**src/rtl/bp_bimodal_pht_cp4.sv**
```systemverilog
// rtl/bp_bimodal_pht_cp4.sv - bimodal saturating-counter branch prediction table with stats
//
// Ports:
//   clk, rst_n        clock; synchronous active-low reset
//   guess_valid/pc    fetch-side lookup request
//   guess_out_valid   registered lookup-valid, one cycle after guess_valid
//   guess_taken       registered prediction (counter MSB); holds when no lookup
//   check_valid/pc    execute-side resolved branch
//   check_taken       actual branch outcome
//   check_count       resolved branches seen (wraps)
//   mispredict_count  resolved branches whose pre-update prediction was wrong (wraps)

module bp_bimodal_pht_cp4 #(
    parameter int PC_WIDTH   = 32,
    parameter int INDEX_BITS = 5,
    parameter int CNT_WIDTH  = 2,
    parameter int STAT_WIDTH = 32
) (
    input  logic                  clk,
    input  logic                  rst_n,
    input  logic                  guess_valid,
    input  logic [PC_WIDTH-1:0]   guess_pc,
    output logic                  guess_out_valid,
    output logic                  guess_taken,
    input  logic                  check_valid,
    input  logic [PC_WIDTH-1:0]   check_pc,
    input  logic                  check_taken,
    output logic [STAT_WIDTH-1:0] check_count,
    output logic [STAT_WIDTH-1:0] mispredict_count
);

    localparam int DEPTH = 1 << INDEX_BITS;

    // Weakly-not-taken: MSB clear, all lower bits set.
    localparam logic [CNT_WIDTH-1:0]  CNT_INIT = {1'b0, {(CNT_WIDTH-1){1'b1}}};
    localparam logic [CNT_WIDTH-1:0]  CNT_MAX  = '1;
    localparam logic [CNT_WIDTH-1:0]  CNT_MIN  = '0;
    localparam logic [CNT_WIDTH-1:0]  CNT_ONE  = CNT_WIDTH'(1);
    localparam logic [STAT_WIDTH-1:0] STAT_ONE = STAT_WIDTH'(1);

    logic [CNT_WIDTH-1:0]  table_q [DEPTH];
    logic [INDEX_BITS-1:0] gidx;
    logic [INDEX_BITS-1:0] cidx;
    logic [CNT_WIDTH-1:0]  check_cur;
    logic [CNT_WIDTH-1:0]  check_new;
    logic [CNT_WIDTH-1:0]  guess_cnt;
    logic                  check_miss;

    // pc[1:0] and the bits above the index do not select an entry; aliasing is intended.
    logic unused_pc_bits;
    assign unused_pc_bits = ^{guess_pc[PC_WIDTH-1:INDEX_BITS+2], guess_pc[1:0],
                              check_pc[PC_WIDTH-1:INDEX_BITS+2], check_pc[1:0]};

    assign gidx = guess_pc[INDEX_BITS+1:2];
    assign cidx = check_pc[INDEX_BITS+1:2];

    assign check_cur  = table_q[cidx];
    assign check_miss = check_cur[CNT_WIDTH-1] != check_taken;

    always_comb begin
        check_new = check_cur;
        if (check_taken) begin
            if (check_cur != CNT_MAX) begin
                check_new = check_cur + CNT_ONE;
            end
        end else begin
            if (check_cur != CNT_MIN) begin
                check_new = check_cur - CNT_ONE;
            end
        end
    end

    // A same-cycle check to the same entry is forwarded so the guess sees the updated counter.
    always_comb begin
        guess_cnt = table_q[gidx];
        if (check_valid && (gidx == cidx)) begin
            guess_cnt = check_new;
        end
    end

    always_ff @(posedge clk) begin
        if (!rst_n) begin
            for (int i = 0; i < DEPTH; i++) begin
                table_q[i] <= CNT_INIT;
            end
            guess_out_valid  <= 1'b0;
            guess_taken      <= 1'b0;
            check_count      <= '0;
            mispredict_count <= '0;
        end else begin
            guess_out_valid <= guess_valid;
            if (guess_valid) begin
                guess_taken <= guess_cnt[CNT_WIDTH-1];
            end
            if (check_valid) begin
                table_q[cidx] <= check_new;
                check_count   <= check_count + STAT_ONE;
                if (check_miss) begin
                    mispredict_count <= mispredict_count + STAT_ONE;
                end
            end
        end
    end

endmodule

```
**config.mk**
```make
export PLATFORM = sky130hd
export DESIGN_NAME = bp_bimodal_pht_cp4
export DESIGN_NICKNAME = d
export VERILOG_FILES = /design/src/rtl/bp_bimodal_pht_cp4.sv
export SDC_FILE = /design/constraint.sdc
export NUM_CORES = 1
export LEC_CHECK = 0
export BUFFER_PORTS_ARGS = -buffer_cell sky130_fd_sc_hd__buf_2
export CORE_UTILIZATION = 50
export DETAILED_ROUTE_END_ITERATION = 10
export GPL_TIMING_DRIVEN = 1
export PLACE_DENSITY = 0.83
export SLEW_MARGIN = 15
export SYNTH_ARGS = -nofsm -noshare
export SYNTH_HDL_FRONTEND = slang
export SYNTH_SLANG_ARGS = --single-unit
```
**constraint.sdc**
```tcl
create_clock -name clk -period 3.3 [get_ports clk]
set_clock_uncertainty 0.1 [all_clocks]
set_input_delay 0.66 -clock clk [delete_from_list [all_inputs] [get_ports clk]]
set_output_delay 0.66 -clock clk [all_outputs]
set_load 0.05 [all_outputs]
```
* After elaboration in Yosys (flattened, before gate mapping)
Memory sizes are Yosys's and may differ from the RTL's. A register that Yosys moved wholly into a read port is not among the register bits. Index checks and enable logic that the tools add are counted.
Word-level totals: flip-flop bits (word level) 65, bits in latches 0, RAM bits 64, bits in read-only memories 0, input bits 69, output and inout port bits 66, logic and storage cells 24, memories 1
Memories:
- table_q | words 32, width 2, read ports 2, clocked after memory_dff 1, wr ports 32, RTL line 41 | logic [CNT_WIDTH-1:0] table_q [DEPTH];
Cells by class: add/sub/neg operators 4, $mul 0, divide/modulo/power cells 0, order comparisons 0, equal/unequal tests 2, shift-type cells 0, multiplexer cells 10, bitwise logic cells 0, reductions and logical operators 4
Operators by type and width (count):
- 32-bit by 1-bit adder with 32-bit output (second input constant) | 2
- 2-bit 2-to-1 mux | 4
- 1-bit 2-to-1 mux | 5
- 5-bit 2-to-1 mux | 1
- 2-bit by 1-bit adder with 2-bit output (second input constant) | 1
- 2-bit != test (second input constant) | 1
- 2-bit AND reduction | 1
- 2-bit nonzero test | 1
- 2-bit OR reduction | 1
- 2-bit by 1-bit subtractor with 2-bit output (second input constant) | 1
- 1-bit zero test | 1
- 1-bit != test | 1

* Depth between registers and ports, before layout
depth after elaboration 5, depth in mapped cells 11, depth with buffers taken out 8

* Least setup slack after synthesis
No wires, ideal clock.
path type input port to flip-flop, start point in check_pc[3], end point reg mispredict_count[23], library setup time 0.120 ns, arrival 2.786 ns, required time 3.080 ns, slack 0.294 ns, stages on the path 8, buffers on the path 1, cell sequence buf_6 mux4_2 nor2b_1 nor4_2 o22ai_4 mux2i_2 or4b_1 mux2i_1
On the way: word-level cells in the longest chain between the ends 3
RTL lines:
- start, declared | RTL line 26 | input logic [PC_WIDTH-1:0] check_pc,
- memory read 32 x 2 bit
- 1-bit != test | RTL line 58 | assign check_miss = check_cur[CNT_WIDTH-1] != check_taken;
- 2-bit AND reduction (no source line)
- end signal, assigned | RTL line 99 | mispredict_count <= mispredict_count + STAT_ONE;
- end, declared | RTL line 29 | output logic [STAT_WIDTH-1:0] mispredict_count
No other way between the ends. A chain may end at the register's enable or synchronous reset.

==> impl_metrics.toml <==
[critical_path]
r2r_setup_slack_ns = 0.43
crit_chain = "buf_2 > buf_4 > mux2i_1 > o32ai_1 > nor4_1 > o22ai_4 > buf_4 > o21a_1 > a21oi_2 > buf_12 > nand3_1"
end_kind = "flip-flop"
crit_type = "in2reg"
crit_slowest_cell = "nor4_1"
rr_worst_depth = 9
cp_max_fo = 32
critPathLaunchType = "input pin"
cpPeakStageDelay_ns = 0.46
r2r-end = "table_q[12][0]"
arrival_ns = 2.96
path_common_cell = "buf_4"
reg2reg_from = "table_q[21][1]"
crit_start = "check_pc[3]"
required_ns = 3.33

[placed_design]
gp_congestion = 0.9148
dp_hpwl_um = 10730
portBuffers = 80
pre_cts_ws_ns = -0.07063

[logic_synthesis]
syn_avg_cell_area_sq_um = 9.842
ys_warn_count = 0
synth-seq-cells = 130
synthArstFlopShare_pct = 0
synth_cell_types = 66
syn-num-nets = 750
syn_area_sq_um = 6683
syn_inst = 679
synth_seq_area_share_pct = 48.53
synth-edff-count = 64
synth-main-ff-cell = "dfxtp_1"

[clock_tree]
htreeDepth = 4
cts_tree = "done"
cts.path.max_buffers = 2
clkSinkCount = 130
cts.root.buffer_cell = "clkbuf_16"
numCtsBuffers = 17
hold_buffers = 0
clk_pin_slew_ns = 0.06
clkLatencyLatePin_ns = 0.42
cts_resized = 0
post_cts_buffers = 0

[min_path]
hold_end = "mispredict_count[31]"
worstHoldStart = "mispredict_count[31]"
holdPathStages = 2
hold_class = "reg2reg"

[power_and_ir_drop]
p_leak_uw = 0.003057
p_int_uw = 3119
netSwitchingFraction_pct = 24.06
pwr-share-clk_pct = 48.8
seqPwrFrac_pct = 42.3
total_power_uw = 4108
peakVddDrop_v = 0.0003702
p_comb_share_pct = 8.9
power_switching_uw = 988.4
cellPowerDensity_nw_per_um2 = 513.0

[global_route]
grt_pass1_vias = 5202
grt_pass1_wl_um = 25360
grt_usage_pct = 23.15
antenna_found_initial = 0
grt-ovfl-total = 0
grt_max_degree = 37

[final_layout]
nFillCells = 1050
nets = 836
diodes = 0
final_util_pct = 62.44
drive_above_1_share_pct = 22.49
syn_to_final_growth_pct = 19.83

[job]
cap_viol_max_count = 0

[routing]
routedWlPerCell_um = 16.23
post-route-drc-count = 0
vias = 5486
drt_iter0_markers = 340
ant_nets = 0
drt-pass1-iter-count = 5
drt-total-wl_um = 15420
vias_per_cell = 5.775

[sta]
setup_slack_ns = 0.3684
rsz0062_at_grt = "no"
drv_slew = 0
hold_viol = 0
tns_ns = 0
fmax_mhz = 341.1
timing.hold.ws_ns = 0.3839
worstMarginPinSlew_ns = 0.8010
slew_headroom_pct = 46.11
finalCritPeriodShare_pct = 88.84
setup_viol = 0
period_minus_slack_ns = 2.932

[die]
core_area_sq_um = 12820
die_w_um = 117.6
ioPinCount = 135
die_h_um = 117.6
num_rows = 41
initial_core_util_pct = 52.11
die_area_sq_um = 13830

[outcome]
status = "finished clean"
flip-flops by register name (all words and copies together) (netlist names):
| signal | cells |
|---|---|
| mispredict_count | 32 |
| guess_out_valid | 1 |
| table_q | 64 |
| guess_taken | 1 |
| check_count | 32 |
cells in the final DEF, fill, tap and decap left out, types with 7 or more instances in the layout:
master     instances
mux4_2            12
xnor2_1           12
clkbuf_16         17
o211ai_1          11
o21ai_0            7
o31ai_1            7
inv_1             11
or4_1              7
buf_4             27
buf_2             80
xor2_1            22
dfxtp_1           66
nand2b_1          17
a21oi_1            9
nor4_1            14
o221ai_1           8
nand2_1          115
nor2_1            68
nor3_1             9
nand3_1           52
and3_1             7
mux2i_1           35
edfxtp_1          64
nand4_1            8
or3_1              8
worst max-delay path by stage:
| stage | cells past startpoint | end |
|---|---|---|
| after floorplan | 8 | mispredict_count[23] |
| after global placement | 11 | table_q[10][0] |
| after detailed placement | 11 | table_q[12][0] |
| after CTS | 11 | table_q[12][0] |
| after global routing | 11 | table_q[27][0] |
| final | 11 | table_q[12][0] |
area by class of cell:
type,instances,area (sq um),share of cell area [%]
inverter,12,45.04,0.5625
multi-input combinational,493,3188,39.81
clock inverter,15,207.7,2.594
sequential,130,3243,40.50
clock buffer,17,425.4,5.313
tap,172,215.2,2.687
timing repair buffer,111,683.2,8.531
logic make-up (layout without fill, tap and decap cells):
logic type | Yosys count | after routing | synth area share (%)
buffers and inverters | 56 | 155 | 3.969
adder cells (fa/ha/maj) | 2 | 2 | 0.3744
flip-flops | 130 | 130 | 48.53
multiplexers | 51 | 51 | 10.26
XOR/XNOR | 35 | 35 | 4.699
AND/OR/NAND/NOR | 337 | 337 | 24.60
AO/OA/AOI/OAI | 68 | 68 | 7.564
per-layer routing:
layer	up-vias	wire, um	global-route usage [%]	share of wire [%]
met5	-	0	0	0
li1	2646	-	-	-
met4	0	282	9.215	1.8
met2	203	7483	37.39	49
met3	21	1289	7.607	8.4
met1	2616	6362	28.55	41
through the flow:
step,std cells,area (sq um)
3_5_place_dp,918,7375
6_report,950,8008
5_1_grt,950,8008
4_1_cts,950,8008
2_1_floorplan,679,6683
3_3_place_gp,918,7375
power groups by stage:
stage          logic, uW  clock network (uW)  registers [uW]
2_1_floorplan        227                   0            1790
3_3_place_gp         357                   0            1770
3_5_place_dp         363                   0            1770
4_1_cts              364                2020            1740
5_1_grt              394                2090            1740
6_report             365                2000            1740
worst max-delay path: cells and delay by family:
family / cells / cell delay, ns
buffers and inverters: 4 / 0.77
AOI/OAI and AO/OA: 4 / 0.68
and+or+nand+nor: 2 / 0.56
muxes: 1 / 0.28
synth_stat cells, drive strengths merged, types with 9 or more instances:
| cell type | number | area [sq um] |
|---|---|---|
| a21oi | 10 | 53.80 |
| o211ai | 11 | 82.58 |
| xnor2 | 13 | 121.4 |
| nand2 | 115 | 431.7 |
| or4 | 10 | 78.83 |
| dfxtp | 66 | 1321 |
| nand2b | 17 | 106.4 |
| nor4 | 15 | 100.1 |
| clkbuf | 19 | 72.56 |
| nor3 | 9 | 45.04 |
| inv | 11 | 41.29 |
| mux4 | 13 | 296.5 |
| nor2 | 69 | 261.5 |
| mux2i | 37 | 377.9 |
| buf | 25 | 147.6 |
| nand3 | 52 | 260.3 |
| xor2 | 22 | 192.7 |
| edfxtp | 64 | 1922 |
| o21ai | 10 | 50.04 |
(Power assumes the default switching activity.)
